**src/rtl/fetch_unit.sv**
```systemverilog
// Instruction fetch stage: keeps one request open to instruction memory and
// one fetched word buffered for the IF/ID register, with flush and drop on redirect.
module fetch_unit #(
  parameter logic [31:0] RESET_PC  = 32'h0000_0000,
  parameter logic [31:0] NOP_INSTR = 32'h0000_0013
) (
  input  logic        clock,
  input  logic        reset,
  input  logic        stall,
  input  logic        redirect,
  input  logic [31:0] redirect_pc,
  output logic        imem_req,
  output logic [31:0] imem_addr,
  input  logic        imem_ready,
  input  logic [31:0] imem_rdata,
  output logic [31:0] fetch_pc,
  output logic [31:0] fetch_instr,
  output logic        fetch_valid,
  output logic        if_id_write
);

  typedef enum logic [1:0] {REQ, FULL, DROP} state_t;

  state_t      state_reg, state_next;
  logic [31:0] req_pc_reg, req_pc_next;
  logic [31:0] drop_addr_reg, drop_addr_next;
  logic        buf_valid_reg, buf_valid_next;
  logic [31:0] buf_pc_reg, buf_pc_next;
  logic [31:0] buf_instr_reg, buf_instr_next;

  // A full, stalled buffer has nowhere to put a new word, so no request goes out.
  always_comb begin
    imem_req    = reset && ((state_reg != FULL) || !stall);
    imem_addr   = (state_reg == DROP) ? drop_addr_reg : req_pc_reg;
    if_id_write = !stall || redirect;
    fetch_valid = reset && buf_valid_reg && !redirect;
    fetch_pc    = buf_pc_reg;
    fetch_instr = fetch_valid ? buf_instr_reg : NOP_INSTR;
  end

  always_comb begin
    state_next     = state_reg;
    req_pc_next    = req_pc_reg;
    drop_addr_next = drop_addr_reg;
    buf_valid_next = buf_valid_reg;
    buf_pc_next    = buf_pc_reg;
    buf_instr_next = buf_instr_reg;
    case (state_reg)
      REQ: begin
        if (redirect) begin
          req_pc_next = redirect_pc;
          if (!imem_ready) begin
            drop_addr_next = req_pc_reg;
            state_next     = DROP;
          end
        end else if (imem_ready) begin
          buf_valid_next = 1'b1;
          buf_pc_next    = req_pc_reg;
          buf_instr_next = imem_rdata;
          req_pc_next    = req_pc_reg + 32'd4;
          state_next     = FULL;
        end
      end
      FULL: begin
        if (redirect) begin
          buf_valid_next = 1'b0;
          req_pc_next    = redirect_pc;
          // Only a request actually issued and still unanswered must be drained.
          if (!stall && !imem_ready) begin
            drop_addr_next = req_pc_reg;
            state_next     = DROP;
          end else begin
            state_next = REQ;
          end
        end else if (!stall) begin
          if (imem_ready) begin
            buf_pc_next    = req_pc_reg;
            buf_instr_next = imem_rdata;
            req_pc_next    = req_pc_reg + 32'd4;
          end else begin
            buf_valid_next = 1'b0;
            state_next     = REQ;
          end
        end
      end
      DROP: begin
        if (redirect) req_pc_next = redirect_pc;
        if (imem_ready) state_next = REQ;
      end
      default: state_next = REQ;
    endcase
  end

  always_ff @(posedge clock) begin
    if (!reset) begin
      state_reg     <= REQ;
      req_pc_reg    <= RESET_PC;
      drop_addr_reg <= 32'h0;
      buf_valid_reg <= 1'b0;
      buf_pc_reg    <= 32'h0;
      buf_instr_reg <= NOP_INSTR;
    end else begin
      state_reg     <= state_next;
      req_pc_reg    <= req_pc_next;
      drop_addr_reg <= drop_addr_next;
      buf_valid_reg <= buf_valid_next;
      buf_pc_reg    <= buf_pc_next;
      buf_instr_reg <= buf_instr_next;
    end
  end

endmodule

```
**config.mk**
```make
export PLATFORM = sky130hd
export DESIGN_NAME = fetch_unit
export DESIGN_NICKNAME = d
export VERILOG_FILES = /design/src/rtl/fetch_unit.sv
export SDC_FILE = /design/constraint.sdc
export NUM_CORES = 1
export LEC_CHECK = 0
export CORE_MARGIN = 2
export CORE_UTILIZATION = 39
export CTS_CLUSTER_DIAMETER = 120
export DETAILED_ROUTE_END_ITERATION = 7
export PLACE_DENSITY_LB_ADDON = 0.2
export SETUP_SLACK_MARGIN = 0.4
export SYNTH_ARGS = -nofsm -noshare
export SYNTH_HDL_FRONTEND = slang
export SYNTH_SLANG_ARGS = --single-unit
```
**constraint.sdc**
```tcl
create_clock -name clock -period 2.2 [get_ports clock]
set_input_delay 0.44 -clock clock [delete_from_list [all_inputs] [get_ports clock]]
set_output_delay 0.44 -clock clock [all_outputs]
set_load 0.01 [all_outputs]
```
==> run_results.csv <==
group,metric,value,unit
detailed_routing,vias,7113,
cts,clkSinkCount,131,
critical_path,worst_setup_path_end_kind,"output pin",
status,outcome,"finished clean",
final_layout,diodes,0,
die,initial_core_util,39.8,%
synth,synth_compound_area_share,19.1,%
final_layout,most-common-layout-cells,"nand2_1 (286), dfxtp_1 (122), clkdlybuf4s50_1 (96)",
power,p_leak,4.38,nW
timing,period_share,91.9,%
detailed_routing,drt-vias-per-instance,5.33,
flow_run,max_cap_violations,0,
detailed_routing,postRouteWirelength,23000,um
die,io-pin-count,168,
timing,finalHoldViolations,0,
synth,synth-async-reset-ratio,0,%
detailed_routing,post-route-drc-count,0,
min_path,hp-class,"flip-flop to flip-flop",
min_path,whs_path_depth,2,
timing,finClkSkew,6.24,ps
min_path,whs_endpoint,"fetch_pc[29]",
final_layout,n_fill_cell,1309,
cts,cts.path.max_buffers,2,
synth,synthFlopType,"dfxtp_1",
synth,avgSynthCellArea,7.22,sq um
global_routing,grt_pass1_wl,34700,um
global_routing,antenna_found_initial,0,
synth,ys_seq_area_share,41.6,%
timing,period_minus_slack,2020,ps
placement,placed_area,8510,sq um
global_routing,grtUsageTotal,25.1,%
timing,tightestPinTransition,759,ps
global_routing,grt_pass1_vias,6531,
cts,cts_made_buffers,17,
synth,synth-simple-area-share,33.3,%
synth,yosys.cell_types.count,54,
synth,synthCells,873,
final_layout,layout.nets,1177,
placement,place_congestion,0.822,
global_routing,gr-total-overflow,0,
die,coreArea,15800,sq um
final_layout,syn2layout_area_growth,65.2,%
power,ir_drop,0.580,mV
timing,setup_viol,0,
power,power,6.60,mW
die,rows,46,
detailed_routing,dr.first_iter.drc_count,442,
critical_path,timing.reg2reg.worst_path_depth,8,
power,p_per_area,633,nW/um^2
cts,htreeDepth,4,
detailed_routing,first_pass_iters,6,
timing,max_freq,495,MHz
final_layout,layout_commonest_cell,"nand2_1",
detailed_routing,ant_nets,0,
critical_path,r2r_end,"req_pc_reg[28]",
timing,slew_headroom,49.4,%
synth,yosysWarningCount,0,
synth,synth_edf_count,0,
die,die_w,131,um
cts,cts_tree,"built",
synth,synth-adder-area-share,0.198,%
die,dieArea,17200,sq um
critical_path,startpoint_type,"flip-flop",
detailed_routing,wl_per_cell,17.3,um
synth,yosys.area_share.xor_xnor,0,%
min_path,hold_start,"fetch_pc[29]",
cts,root_buffer,"clkbuf_16",
synth,synth_nets,943,
global_routing,grt_max_degree,79,
critical_path,path_class,"flip-flop to output pin",
placement,io_buffers,167,
cts,clk_pin_slew,50,ps
synth,syn_area,6310,sq um
synth,synth_top_family_by_area,"simple AND/OR/NAND/NOR gates",
final_layout,drive_above_1_share,30.2,%
critical_path,crit_arrival,1580,ps
final_layout,final_area,10400,sq um
timing,rsz0062_at_grt,"yes",
critical_path,worstPathMaxFanout,7,
critical_path,r2r_slack,280,ps
synth,synthMuxAreaShare,0.496,%
synth,ys_ff_latch,131,
critical_path,r2r_start,"state_reg[1]",
die,die_y,131,um
cts,clk_latency,420,ps
critical_path,cp_data_required_time,1760,ps
placement,dp_hpwl,13200,um
timing,slew_violations,0,
-- area by class of cell --
cell class	instances	area, sq um	area share, %
multi-input combinational	662	3860	37.1
sequential	131	2640	25.3
timing repair buffer	292	3060	29.4
inverter	3	15.0	0.144
tap	216	270	2.59
clock inverter	5	75.1	0.721
clock buffer	25	495	4.76
-- synth_stat cells, types with 3 or more instances --
cell / instances / area share (%)
a21boi_0: 55 / 6.5
a21o_1: 7 / 0.83
a21oi_1: 58 / 4.6
a22o_1: 4 / 0.56
a22oi_1: 3 / 0.36
a31oi_1: 5 / 0.50
a32oi_1: 4 / 0.56
and2_1: 34 / 3.4
and3_1: 12 / 1.2
buf_1: 4 / 0.24
buf_2: 18 / 1.4
clkbuf_1: 54 / 3.2
clkbuf_2: 3 / 0.24
dfxtp_1: 131 / 42
inv_1: 3 / 0.18
nand2_1: 324 / 19
nand2b_1: 7 / 0.69
nand3_1: 37 / 2.9
nand4_1: 9 / 0.89
nor2_1: 23 / 1.4
nor3_1: 10 / 0.79
nor4_1: 4 / 0.40
o21ai_0: 18 / 1.4
o311ai_1: 3 / 0.42
or3_1: 4 / 0.40
-- critical path: stages (launching register included) --
cell,delay [ps]
dfxtp_4,350
nor2b_4,120
buf_6,130
buf_8,130
buf_16,150
o21ai_4,150
buf_6,120
-- worst max-delay path by stage --
stage / startpoint / to / slack [ps]
2_1_floorplan: req_pc_reg[3] / req_pc_reg[26] / 350
3_3_place_gp: redirect / fetch_instr[7] / -210
3_5_place_dp: redirect / fetch_instr[27] / -280
4_1_cts: buf_valid_reg / fetch_instr[7] / 200
5_1_grt: buf_valid_reg / fetch_instr[9] / 130
6_report: state_reg[1] / imem_addr[21] / 180
-- repair_timing --
action / in CTS / in global routing
cloned: 9 / 8
gates resized for setup: 372 / 127
pin swaps: 55 / 55
setup buffers: 27 / 18
endpoints found under the setup margin: 128 / 130
hold buffers: 0 / 0
-- power by group --
group	leakage, nW	switching [mW]	internal [mW]
sequential	1.07	0.107	2.49
combinational	3.02	0.582	0.626
clock	0.283	1.02	1.77
-- routing by layer --
layer | vias up | part of all wire, % | track usage [%]
li1 | 3399 | - | -
met1 | 3308 | 43 | 33.1
met2 | 344 | 47 | 40.3
met3 | 62 | 7.5 | 5.02
met4 | 0 | 2.9 | 10.1
met5 | - | 0 | 0
-- stage by stage --
step | cells | hold WS [ps] | setup slack [ps] | TNS, ps | utilization [%]
5_1_grt | 1334 | 475 | 130 | 0 | 65.8
3_5_place_dp | 1242 | 446 | -282 | -12120 | 53.7
2_1_floorplan | 873 | 432 | 352 | 0 | -
3_3_place_gp | 1242 | 443 | -212 | -8540 | 53.7
6_report | 1334 | 452 | 179 | 0 | 65.8
4_1_cts | 1308 | 453 | 198 | 0 | 60.8
-- logic make-up after synthesis --
family                   Yosys count
AO/OA/AOI/OAI                    180
flip-flops                       131
buffers and inverters             82
adder cells (fa/ha/maj)            1
multiplexers                       3
AND/OR/NAND/NOR                  476
(Power assumes the default switching activity.)
==> edit, RTL diff (same flow settings) <==
`drop_addr_reg` and `buf_pc_reg` no longer have a reset.
--- a/src/rtl/fetch_unit.sv
+++ b/src/rtl/fetch_unit.sv
@@ -95,19 +95,20 @@
     if (!reset) begin
       state_reg     <= REQ;
       req_pc_reg    <= RESET_PC;
-      drop_addr_reg <= 32'h0;
       buf_valid_reg <= 1'b0;
-      buf_pc_reg    <= 32'h0;
       buf_instr_reg <= NOP_INSTR;
     end else begin
       state_reg     <= state_next;
       req_pc_reg    <= req_pc_next;
-      drop_addr_reg <= drop_addr_next;
       buf_valid_reg <= buf_valid_next;
-      buf_pc_reg    <= buf_pc_next;
       buf_instr_reg <= buf_instr_next;
     end
   end
 
+  always_ff @(posedge clock) begin
+    drop_addr_reg <= drop_addr_next;
+    buf_pc_reg    <= buf_pc_next;
+  end
+
 endmodule
 
Function: differs if reset is asserted again (counterexample within 4 cycles, from zero or initial values and one cycle with reset low); with reset held inactive, the same outputs for 4 cycles.
==> edit against the original RTL <==
Total power increased by 3.5%. Sequential power increased by 9.7%. Sequential cell count unchanged. Die area decreased by 8.9%. Final area decreased by 4.4%. Worst setup slack got worse by 160 ps. Routed wire length decreased by 17%. Area after synthesis decreased by 9.1%. Via count decreased by 23%. Critical path type unchanged. Count of clock-buffer cells in the layout decreased by 7. Largest cell class is now sequential cells. Clock skew increased by 6.4 ps.
==> edit: results (changes against the original RTL) <==
Clock transition at path regs=60 ps; routed vias/inst=5.506 (+3.3%); Synth Area in XOR/XNOR=0 (unchanged); compound-cell area share of the yosys netlist=0.1377 (-0.05369); Placer Congestion=0.8565 (+4.2%); Setup Buffers After CTS=28 (+3.7%); Hold EP=buf_instr_reg[26]; outcome=completed; R2R cell count=12 (+4); Worst Hold Depth=2 (unchanged); input/output buffers=167 (unchanged); Lkg Pwr=3.835 nW (-12%); TritonCTS Buffers=17 (unchanged); post-CTS resize count=424 (+14%); post-synthesis net count=631 (-33%); fill cell count=1040 (-21%); worst vdd ir=0.4025 mV (-31%); yosys warns=0 (unchanged); grt peak-use layer=met2; critical path's top delay family=buffers and inverters; first-pass GRT wire length=28.92 mm (-17%); register area share after synthesis=0.5693 (+0.1535); largest net degree at the start of global routing=35 (-56%); FFs w/ async S/R, synth=0 (unchanged); Post-synth EDFFs=64 (+64); Synth top cells by count=nand2_1 (97), dfxtp_1 (67), edfxtp_1 (64); mux cell area share after synthesis=0.06636 (+0.06140); Hold Crit Class=register to register; clk_skew=12.60 ps (+6.362 ps); H-Tree Depth=4 (unchanged); WHS=457.3 ps (+5.029 ps); Final nets=871 (-26%); CP max FO=8 (+1); met2 Resource Use GR=0.3814 (-0.02124); DRT iter0 DRCs=359 (-19%); Hold Path Origin=buf_instr_reg[26]; max_slew headroom=0.6923 (+0.1985); slowest stage delay, CP=320 ps (-30 ps); number of global-route vias before repair=5503 (-16%); top post-synthesis cells by area=edfxtp_1 (34%), dfxtp_1 (23%), nand2_1 (6.4%); met1 Use GR=0.2903 (-0.04027); M3 GR Usage=0.06461 (+0.01446); clk_lat worst skew=430 ps; ys flop type=dfxtp_1; share of cells above drive strength 1=0.4140 (+0.1117); unique cell type count in the Yosys netlist=54 (unchanged); synthesized instance count=561 (-36%); reg2reg start=state_reg[1]; r2r setup slk=150 ps (-130 ps); Worst Path Required=1760 ps (about the same); antenna fix cells=0 (unchanged); CTS max path bufs=2 (unchanged); Slowest cell on crit path=dfxtp_2; HPWL Detailed=10.93 mm (-17%); Post-Synth Adder-Cell Area=0.002183 (+0.0001992); DRT Pass-1 Iters=5 (-1); total wire length=19.00 mm (-17%); FF-to-FF End=req_pc_reg[31]; GRT Util Overall=0.2342 (-0.01644); initial antenna violation count=0 (unchanged)
-- edit: stage by stage --
step / total power [mW] / TNS (ps) / instance area [µm²] / std cells / setup slack [ps]
2_1_floorplan: 3.228 / 0 / 5772 / 561 / 401.5
3_3_place_gp: 3.707 / -10070 / 7955 / 920 / -221.1
3_5_place_dp: 3.730 / -11360 / 7955 / 920 / -259.3
4_1_cts: 6.742 / 0 / 9402 / 990 / 6.489
5_1_grt: 7.048 / -209.6 / 9963 / 998 / -35.85
6_report: 6.826 / 0 / 9963 / 998 / 16.86
-- edit: how the worst max path moves through the flow --
| stage | start | endpoint | cells past startpoint |
|---|---|---|---|
| 6_report | state_reg[1] | imem_addr[21] | 6 |
| 5_1_grt | state_reg[1] | imem_addr[21] | 6 |
| 4_1_cts | state_reg[1] | imem_addr[21] | 6 |
| 3_5_place_dp | reset | fetch_instr[22] | 5 |
| 3_3_place_gp | reset | fetch_instr[19] | 5 |
| 2_1_floorplan | state_reg[1] | imem_addr[13] | 4 |
-- edit: area by class of cell --
class | instances | area [µm²] | area share
clock inverter | 14 | 162.7 | 0.01633
multi-input combinational | 385 | 2882 | 0.2892
clock buffer | 18 | 429.2 | 0.04307
tap | 184 | 230.2 | 0.02311
inverter | 6 | 22.52 | 0.002260
sequential | 131 | 3306 | 0.3318
timing repair buffer | 260 | 2932 | 0.2942
-- edit: layer usage --
layer / routed length, µm / part of all wire
met3: 1256 / 0.066
met4: 574 / 0.030
met5: 0 / 0
met1: 7790 / 0.41
met2: 9379 / 0.49
-- edit: where the power goes --
group          switching [mW]  internal [mW]
Combinational           0.486          0.647
Clock                    1.08           1.77
Sequential              0.124           2.72
Total                    1.69           5.14
